===== config.mk =====
export PLATFORM = sky130hd
export DESIGN_NAME = mii_frame_gen_param
export DESIGN_NICKNAME = d
export VERILOG_FILES = /design/src/rtl/mii_frame_gen_param.sv
export SDC_FILE = /design/constraint.sdc
export NUM_CORES = 1
export LEC_CHECK = 0
export ABC_AREA = 0
export ABC_CLOCK_PERIOD_IN_PS = 6900
export CAP_MARGIN = 20
export CORE_MARGIN = 10
export CORE_UTILIZATION = 49
export CTS_CLUSTER_SIZE = 16
export DETAILED_ROUTE_END_ITERATION = 8
export GPL_ROUTABILITY_DRIVEN = 0
export PLACE_DENSITY = 0.7
export SYNTH_ARGS = -nofsm -noshare
export SYNTH_HDL_FRONTEND = slang
export SYNTH_SLANG_ARGS = --single-unit

===== constraint.sdc =====
create_clock -name clk -period 6.9 [get_ports clk]
set_input_delay 1.035 -clock clk [delete_from_list [all_inputs] [get_ports clk]]
set_output_delay 1.035 -clock clk [all_outputs]
set_load 0.02 [all_outputs]

===== src/rtl/mii_frame_gen_param.sv =====
// Frame generator: preamble, SFD, patterned payload and EOF packed LANES bytes per
// cycle, followed by a minimum idle gap; bursts of frame_count frames or continuous.
// state   | meaning
// S_IDLE  | idle lanes, waiting for start
// S_FRAME | driving preamble/SFD/payload/EOF words
// S_IPG   | driving the inter-frame idle words
module mii_frame_gen_param #(
    parameter int         LANES         = 1,
    parameter int         PREAMBLE_LEN  = 7,
    parameter int         IDLE_LEN      = 12,
    parameter int         MIN_PAYLOAD   = 46,
    parameter int         MAX_PAYLOAD   = 1500,
    parameter logic [7:0] IDLE_CODE     = 8'h07,
    parameter logic [7:0] PREAMBLE_CODE = 8'h55,
    parameter logic [7:0] SFD_CODE      = 8'hD5,
    parameter logic [7:0] EOF_CODE      = 8'hFD,
    parameter logic [7:0] FILL_CODE     = 8'hA5
) (
    input  logic                 clk,
    input  logic                 reset,
    input  logic                 start,
    input  logic [15:0]          payload_len,
    input  logic [15:0]          frame_count,
    input  logic [1:0]           mode,
    output logic [8*LANES-1:0]   tx_data,
    output logic [LANES-1:0]     tx_ctrl,
    output logic                 busy,
    output logic                 frame_done,
    output logic [15:0]          frames_sent
);
    localparam int                 IPG_WORDS   = (IDLE_LEN + LANES - 1) / LANES;
    localparam logic [15:0]        C_SFD_POS   = 16'(PREAMBLE_LEN);
    localparam logic [15:0]        C_MIN       = 16'(MIN_PAYLOAD);
    localparam logic [15:0]        C_MAX       = 16'(MAX_PAYLOAD);
    localparam logic [15:0]        C_LANES     = 16'(LANES);
    localparam logic [15:0]        C_IPG_LAST  = 16'(IPG_WORDS - 1);
    localparam logic [8*LANES-1:0] C_IDLE_WORD = {LANES{IDLE_CODE}};

    typedef enum logic [1:0] {S_IDLE, S_FRAME, S_IPG} state_t;

    state_t             r_state;
    logic [15:0]        r_idx;
    logic [15:0]        r_len;
    logic [1:0]         r_mode;
    logic [7:0]         r_lfsr;
    logic [15:0]        r_ipg;
    logic [15:0]        r_fc;
    logic [15:0]        r_burst_cnt;
    logic [15:0]        r_frames_sent;
    logic [8*LANES-1:0] r_data;
    logic [LANES-1:0]   r_ctrl;
    logic               r_busy;
    logic               r_frame_done;

    logic [15:0]        w_len_clamped;
    logic [15:0]        w_eof_pos;
    logic               w_exhausted;
    logic [8*LANES-1:0] w_data;
    logic [LANES-1:0]   w_ctrl;
    logic [7:0]         w_lfsr_next;
    logic               w_eof_word;

    function automatic logic [7:0] lfsr_step(input logic [7:0] s);
        return {s[6:0], s[7] ^ s[5] ^ s[4] ^ s[3]};
    endfunction

    assign w_len_clamped = (payload_len < C_MIN) ? C_MIN :
                           (payload_len > C_MAX) ? C_MAX : payload_len;
    assign w_eof_pos     = C_SFD_POS + 16'd1 + r_len;
    assign w_exhausted   = (r_fc != 16'd0) && (r_burst_cnt == r_fc);

    // Each lane decodes its absolute byte position within the frame; lanes past EOF stay idle.
    always_comb begin
        logic [15:0] w_pos;
        logic [7:0]  w_lfsr_run;
        w_data     = C_IDLE_WORD;
        w_ctrl     = '1;
        w_eof_word = 1'b0;
        w_lfsr_run = r_lfsr;
        w_pos      = r_idx;
        for (int i = 0; i < LANES; i++) begin
            w_pos = r_idx + 16'(i);
            if (w_pos < C_SFD_POS) begin
                w_data[8*i +: 8] = PREAMBLE_CODE;
                w_ctrl[i]        = 1'b0;
            end else if (w_pos == C_SFD_POS) begin
                w_data[8*i +: 8] = SFD_CODE;
                w_ctrl[i]        = 1'b0;
            end else if (w_pos < w_eof_pos) begin
                w_ctrl[i] = 1'b0;
                case (r_mode)
                    2'b01:   w_data[8*i +: 8] = 8'(w_pos - C_SFD_POS - 16'd1);
                    2'b10:   w_data[8*i +: 8] = w_lfsr_run;
                    default: w_data[8*i +: 8] = FILL_CODE;
                endcase
                w_lfsr_run = lfsr_step(w_lfsr_run);
            end else if (w_pos == w_eof_pos) begin
                w_data[8*i +: 8] = EOF_CODE;
                w_eof_word       = 1'b1;
            end
        end
        w_lfsr_next = w_lfsr_run;
    end

    always_ff @(posedge clk or posedge reset) begin
        if (reset) begin
            r_state       <= S_IDLE;
            r_idx         <= '0;
            r_len         <= C_MIN;
            r_mode        <= '0;
            r_lfsr        <= 8'hFF;
            r_ipg         <= '0;
            r_fc          <= '0;
            r_burst_cnt   <= '0;
            r_frames_sent <= '0;
            r_data        <= C_IDLE_WORD;
            r_ctrl        <= '1;
            r_busy        <= 1'b0;
            r_frame_done  <= 1'b0;
        end else begin
            r_frame_done <= 1'b0;
            case (r_state)
                S_IDLE: begin
                    r_data <= C_IDLE_WORD;
                    r_ctrl <= '1;
                    if (start) begin
                        r_state     <= S_FRAME;
                        r_busy      <= 1'b1;
                        r_fc        <= frame_count;
                        r_burst_cnt <= '0;
                        r_idx       <= '0;
                        r_len       <= w_len_clamped;
                        r_mode      <= mode;
                        r_lfsr      <= 8'hFF;
                    end
                end
                S_FRAME: begin
                    r_data <= w_data;
                    r_ctrl <= w_ctrl;
                    r_idx  <= r_idx + C_LANES;
                    r_lfsr <= w_lfsr_next;
                    if (w_eof_word) begin
                        r_frame_done  <= 1'b1;
                        r_frames_sent <= r_frames_sent + 16'd1;
                        r_burst_cnt   <= r_burst_cnt + 16'd1;
                        r_ipg         <= C_IPG_LAST;
                        r_state       <= S_IPG;
                    end
                end
                S_IPG: begin
                    r_data <= C_IDLE_WORD;
                    r_ctrl <= '1;
                    if (r_ipg == 16'd0) begin
                        if (start && !w_exhausted) begin
                            r_state <= S_FRAME;
                            r_idx   <= '0;
                            r_len   <= w_len_clamped;
                            r_mode  <= mode;
                            r_lfsr  <= 8'hFF;
                        end else begin
                            r_state <= S_IDLE;
                            r_busy  <= 1'b0;
                        end
                    end else begin
                        r_ipg <= r_ipg - 16'd1;
                    end
                end
                default: r_state <= S_IDLE;
            endcase
        end
    end

    assign tx_data     = r_data;
    assign tx_ctrl     = r_ctrl;
    assign busy        = r_busy;
    assign frame_done  = r_frame_done;
    assign frames_sent = r_frames_sent;

endmodule


==> results by group, run 1 <==
Worst setup path
  – Most used cell, CP: ha_1
  – CP Cell Sequence: ha_1 > and3_1 > nand3_1 > xor2_1 > ha_1 > nand4_1 > or4_1 > a311oi_4 > buf_4 > o21ai_0 > mux2_2
  – Critical Path Slowest Stage Cell: or4_1
  – Crit start category: flop
  – Crit Path Class: reg2reg
  – Arr. time, crit path: around 4 ns
  – CP endpoint kind: flop
  – CP Data Required Time: 7.21 ns
  – Slowest stage delay, CP: about 0.66 ns
  – Crit-path max FO: 37

Die
  – Die area: between 15000 and 20000 um^2
  – Io pins: 64
  – Core area: roughly 13000 um^2
  – Starting Density: between 50% and 60%
  – Die Ht: between 100 and 150 um
  – Row count: 42
  – Width of the die: 136 um

STA
  – Tcrit/Tclk final: about 53%
  – Max_slew headroom: about 34%
  – Final max-slew violation count: 0
  – # setup viols final: 0
  – Fin. Hold Viols: 0
  – Setup ws final: 3.22 ns
  – Setup TNS: 0 ns
  – RSZ-0062 raised after global routing: false
  – Worst slew pin tran: 0.984 ns
  – Worst Skew: slightly below 0.009 ns
  – F_max: 272 MHz
  – Min cycle time layout: ~3.7 ns

Clocking
  – Clock root cell: clkbuf_16
  – CTS buffer count: 17
  – Skew-Pair Late Insertion Delay: 0.42 ns
  – CTS resizes: 0
  – # Post-CTS Setup Buffers: 0
  – Hold bufs inserted after CTS: 0
  – CTS Buffer Depth: 2
  – CTS tree: built
  – Clk sink count: approximately 120
  – H-tree depth: 4
  – Worst-path clk slew: 0.06 ns

Synthesis
  – Area share of the largest cell type after synthesis: a little under 40%
  – Ranking of synthesized cells by area: dfrtp_1 39%, dfstp_2 6.3%, nand2_1 6.0%
  – Post-synthesis sequential area ratio: between 40 and 50%
  – Post-synth top area cell: dfrtp_1
  – Synth Flop Type: dfrtp_1
  – Netlist Area Pre-Place: roughly 6600 um^2
  – Library cells used by synthesis: 58
  – Syn_area_per_cell: between 9 and 10 um^2
  – Synth Register Bits: 119
  – Most frequent cell after synthesis: nand2_1
  – Post-synth ARST share: 100%
  – Number of flops mapped to enable cells by yosys: 0
  – YS warnings: 0
  – Post-synth top cells: 107 x nand2_1, 103 x dfrtp_1, 40 x o21ai_0, 34 x a21oi_1
  – Syn nets: around 770
  – Cells after Synth: 710

GRT
  – Initial antenna violation count: 0
  – GR Util All Layers: 18.4%
  – Grt ovf: 0
  – Maximum number of pins on one net before global-route repair: 72
  – Vias in the first global route: 5620
  – Global-route wire length before repair: approximately 28 mm

Final layout
  – Share of layout cells above drive strength 1: about 8.9%
  – Synthesis-to-layout area growth: 20.7%
  – Final nets: 827
  – Antenna cell count: 0

Routing
  – Routed WL per cell: around 17 um
  – Initial DRC Count: roughly 470
  – DR pass1 iterations: 5
  – Remaining DRCs: 0
  – Via/cell ratio: 5.94
  – Post-Route WL: 16.5 mm
  – Remaining antenna violation count: 0
  – Via count: around 5700

Placed design
  – Post-DP HPWL: between 10 and 15 mm
  – IO buf count: 63
  – Setup slack at placement: roughly 3.2 ns

Min path
  – Worst min path class: reg2reg

Pwr
  – Overall Power: between 2 and 2.5 mW
  – Sw Pwr: 777 uW
  – Pwr dens: about 300 nW/um^2
  – Clock power share: 36.8%
  – Leak pwr: 3.64 nW
  – Worst VDD drop: 200 uV
  – Switching Fraction: ~33%
  – Reg power frac: between 30% and 40%
  – Combinational share of power: a little under a quarter
  – Int Pwr: roughly 1.6 mW

Flow run
  – Max Cap Viol: 0

Outcome
  – Status: finished, final reports clean
[worst max-delay path, delay by kind of cell, from the launching register on]
| kind | cells | cell delay [ns] |
|---|---|---|
| flip-flops | 1 | 0.57 |
| multiplexers | 1 | 0.28 |
| AO/OA/AOI/OAI | 2 | 0.41 |
| XOR/XNOR | 1 | 0.15 |
| buffers and inverters | 1 | 0.42 |
| AND/OR/NAND/NOR | 4 | 1.21 |
| adder cells (fa/ha/maj) | 2 | 0.52 |
[kinds of logic after synthesis]
kind of cell | synth area share, %
XOR/XNOR | 6.45
multiplexers | 2.30
flip-flops | 45.1
AO/OA/AOI/OAI | 16.1
AND/OR/NAND/NOR | 22.1
adder cells (fa/ha/maj) | 4.70
buffers and inverters | 3.27
[metrics by stage]
step	util, %	hold slack [ns]	cell area (um^2)	cells
after floorplan	-	0.455	6650	710
after global placement	56.1	0.465	7430	921
after detailed placement	56.2	0.463	7440	922
after CTS	60.6	0.474	8030	954
after global routing	60.6	0.503	8030	954
final	60.6	0.467	8030	954
[final timing paths]
path,cells after the start,from,endpoint,slack [ns]
max,11,r_len[3],r_ipg[11],3.22
min,1,frames_sent[15],frames_sent[15],0.47
max reg2reg,11,r_len[3],r_ipg[11],3.22
min reg2reg,1,frames_sent[15],frames_sent[15],0.47
max in group asynchronous,3,reset,r_len[6],4.57
min in group asynchronous,2,reset,frames_sent[3],1.15
[power groups by stage]
stage,sequential [mW],combinational [mW],clock [mW]
2_1_floorplan,0.923,0.408,0
3_3_place_gp,0.943,0.554,0
3_5_place_dp,0.949,0.575,0
4_1_cts,0.937,0.578,0.893
5_1_grt,0.951,0.643,0.922
6_report,0.938,0.571,0.879
[metal layers]
| layer | vias up | global-route usage [%] | wire, um |
|---|---|---|---|
| li1 | 2725 | - | - |
| met1 | 2775 | 22.5 | 7100 |
| met2 | 145 | 30.9 | 8400 |
| met3 | 23 | 4.61 | 792 |
| met4 | 0 | 6.21 | 238 |
| met5 | - | 0 | 0 |
[layout by cell type (no fill, tap or decap), types with 18 or more instances in the layout]
| master | n |
|---|---|
| clkdlybuf4s50_1 | 63 |
| nand4_1 | 20 |
| nand2_1 | 107 |
| and3_1 | 20 |
| dfrtp_1 | 103 |
| xor2_1 | 31 |
| nand3_1 | 31 |
| ha_1 | 25 |
| inv_1 | 19 |
| o21ai_0 | 40 |
| xnor2_1 | 18 |
| a21oi_1 | 34 |
| nor2_1 | 28 |
[sequential cells by signal, summed over array words and instances (netlist names)]
signal	cells
r_burst_cnt	16
busy	1
r_idx	16
r_state	2
tx_data	8
r_lfsr	8
r_len	16
frame_done	1
tx_ctrl	1
frames_sent	16
r_mode	2
r_fc	16
r_ipg	16
[final cells by class]
cell class | count | area [um^2]
inverters | 20 | 77.6
multi-input cells | 536 | 3450
flip-flops and latches | 119 | 3000
clock buffers | 18 | 439
fillers | 1156 | 5220
repair buffers | 71 | 694
clock inverters | 14 | 149
well taps | 176 | 220
No activity file was read; power rests on OpenSTA's default activity.
==> run 2, diff against run 1 <==
--- a/config.mk
+++ b/config.mk
@@ -6,14 +6,14 @@
 export NUM_CORES = 1
 export LEC_CHECK = 0
 export ABC_AREA = 0
-export ABC_CLOCK_PERIOD_IN_PS = 6900
+export ABC_CLOCK_PERIOD_IN_PS = 3300
 export CAP_MARGIN = 20
 export CORE_MARGIN = 10
 export CORE_UTILIZATION = 49
 export CTS_CLUSTER_SIZE = 16
 export DETAILED_ROUTE_END_ITERATION = 8
 export GPL_ROUTABILITY_DRIVEN = 0
-export PLACE_DENSITY = 0.7
+export PLACE_DENSITY = 0.73
 export SYNTH_ARGS = -nofsm -noshare
 export SYNTH_HDL_FRONTEND = slang
 export SYNTH_SLANG_ARGS = --single-unit
==> constraint.sdc (replaced) <==
create_clock -name clk -period 3.3 [get_ports clk]
set_input_delay 0.495 -clock clk [delete_from_list [all_inputs] [get_ports clk]]
set_output_delay 0.495 -clock clk [all_outputs]
set_load 0.02 [all_outputs]
==> results by group, run 2 (synthesized netlist as in run 1, its figures left out) <==
Worst setup path
  – Worst R2R Start: r_len[3]
  – CP endpoint kind: flop
  – Crit start category: flop
  – R2R setup slack: 0.06 ns (-3.16 ns)
  – Arr. time, crit path: 3.54 ns (-0.45 ns)
  – Crit Path Class: reg2reg
  – FF-to-FF End: r_ipg[11]
  – Register-to-Register Path Depth: 12 (+1)
  – Crit-path max FO: 5 (-86%)
  – CP Data Required Time: 3.60 ns (-3.61 ns)

Final layout
  – Synthesis-to-layout area growth: 26.7%
  – Final std cells w/o fill: 977 (+2.4%)
  – Most frequent cells in the layout: 105 x nand2_1, 103 x dfrtp_1, 63 x clkdlybuf4s50_1
  – Commonest non-fill, non-tap cell in the layout: nand2_1
  – Share of layout cells above drive strength 1: 12.4% (+3.5 points)
  – Final Core Density: 63.6% (+3.0 points)
  – Final nets: 850 (+2.8%)
  – Antenna cell count: 0 (unchanged)

GRT
  – Initial antenna violation count: 0 (unchanged)
  – Vias in the first global route: 5676 (+1.0%)
  – Maximum number of pins on one net before global-route repair: 39 (-46%)
  – Global-route wire length before repair: 27.7 mm (-0.64%)
  – GR Util All Layers: 18.2% (-0.17 points)
  – Grt ovf: 0 (unchanged)

Clocking
  – CTS tree: built
  – CTS Buffer Depth: 2 (unchanged)
  – Skew-Pair Late Insertion Delay: 0.42 ns (about the same)
  – Clk sink count: 119 (unchanged)
  – Worst-path clk slew: 0.05 ns (about the same)
  – Clock root cell: clkbuf_16
  – CTS buffer count: 17 (unchanged)
  – H-tree depth: 4 (unchanged)

STA
  – RSZ-0062 raised after global routing: true
  – Max_slew headroom: 43.3% (+9.1 points)
  – Worst Skew: 0.0130 ns (+0.00403 ns)
  – # setup viols final: 0 (unchanged)
  – F_max: 309 MHz (+14%)
  – Setup ws final: 0.0627 ns (-3.16 ns)
  – Worst slew pin tran: 0.848 ns (-0.135 ns)
  – Tcrit/Tclk final: 98.1% (+45 points)
  – Fin. Hold Viols: 0 (unchanged)
  – Final max-slew violation count: 0 (unchanged)
  – Setup TNS: 0 ns (unchanged)
  – Min cycle time layout: 3.24 ns (-0.442 ns)

Placed design
  – Setup slack at placement: -0.00645 ns (-3.22 ns)
  – Placed insts: 936 (+1.5%)
  – IO buf count: 63 (unchanged)
  – Post-DP HPWL: 11.6 mm (-0.24%)

Die
  – Starting Density: 50.2% (unchanged)
  – Width of the die: 136 um (unchanged)
  – Die area: 18600 um^2 (unchanged)
  – Row count: 42 (unchanged)
  – Core area: 13200 um^2 (unchanged)
  – Die Ht: 136 um (unchanged)
  – Io pins: 64 (unchanged)

Routing
  – Via/cell ratio: 6.00 (+1.1%)
  – Remaining DRCs: 0 (unchanged)
  – Routed WL per cell: 17.3 um (about the same)
  – Via count: 5866 (+3.5%)
  – Remaining antenna violation count: 0 (unchanged)
  – Post-Route WL: 16.9 mm (+2.5%)
  – Initial DRC Count: 629 (+33%)
  – DR pass1 iterations: 5 (unchanged)

Pwr
  – Overall Power: 5.06 mW (+110%)
  – Pwr dens: 600 nW/um^2 (+100%)
  – Leak pwr: 3.81 nW (+4.6%)
  – Worst VDD drop: 371 uV (+85%)

Min path
  – Hold path depth: 1 (unchanged)
  – Worst min path class: reg2reg
  – Worst Hold End: frames_sent[10]
  – Hold Path Origin: frames_sent[10]

Outcome
  – Status: finished, final reports clean

Flow run
  – Max Cap Viol: 0 (unchanged)
run 2: changes by cell type in the layout (fill, tap and decap cells not counted), sizes merged:
cell and change:
buf +19, clkbuf +15, clkinv -4, inv -4, clkinvlp -3
run 2: power by group:
group	leakage [nW]	switching, mW	internal, mW
logic	1.98	0.717	0.564
clock network	0.286	0.618	1.21
registers	1.54	0.230	1.72
total	3.81	1.56	3.49
run 2: layout make-up:
| type | count | area [um^2] |
|---|---|---|
| multi-input combinational | 536 | 3540 |
| tap | 176 | 220 |
| inverter | 20 | 78.8 |
| fill | 1109 | 4820 |
| timing repair buffer | 94 | 1000 |
| sequential | 119 | 3000 |
| clock buffer | 29 | 520 |
| clock inverter | 3 | 65.1 |
run 2: worst max-delay path, cell delays in order (launching register included):
cell      delay (ns)
dfstp_2         0.57
ha_4            0.15
and3_4          0.21
nand3_2         0.09
xor2_1          0.15
ha_1            0.31
nand4_1         0.15
or4_4           0.60
a311oi_4        0.23
buf_6           0.18
buf_12          0.14
o21ai_2         0.06
mux2_4          0.28
run 2: metrics by stage:
| stage | hold slack (ns) | instance area, um^2 |
|---|---|---|
| final | 0.491 | 8420 |
| after global routing | 0.512 | 8420 |
| after CTS | 0.494 | 8210 |
| after detailed placement | 0.483 | 7600 |
| after global placement | 0.464 | 7600 |
| after floorplan | 0.455 | 6700 |
run 2: repair_timing:
action                                  in CTS  in global routing
endpoints found under the setup margin       1                 42
resized for setup                            0                 36
hold buffers                                 0                  0
setup buffers                                0                  4
gates cloned                                 1                  4
pin swaps                                    1                 10
run 2: worst max path at each step:
| stage | startpoint | endpoint |
|---|---|---|
| floorplan | r_len[5] | frames_sent[1] |
| global placement | r_len[3] | r_ipg[11] |
| detailed placement | r_len[3] | r_ipg[3] |
| CTS | r_len[3] | r_burst_cnt[8] |
| global route | r_len[3] | r_burst_cnt[14] |
| finish | r_len[3] | r_ipg[11] |
run 2: routing by layer:
layer / GRT usage, % / share of wire, % / vias up
li1: - / - / 2777
met1: 24.1 / 46 / 2858
met2: 28.0 / 46 / 198
met3: 4.43 / 6.2 / 33
met4: 7.34 / 2.1 / 0
met5: 0 / 0 / -
==> run 3, diff against run 2 <==
--- a/config.mk
+++ b/config.mk
@@ -13,6 +13,7 @@
 export CTS_CLUSTER_SIZE = 16
 export DETAILED_ROUTE_END_ITERATION = 8
 export GPL_ROUTABILITY_DRIVEN = 0
+export HOLD_SLACK_MARGIN = 0.05
 export PLACE_DENSITY = 0.73
 export SYNTH_ARGS = -nofsm -noshare
 export SYNTH_HDL_FRONTEND = slang
==> results of run 3 <==
Final layout, timing and power as in run 2 (identical DEF).
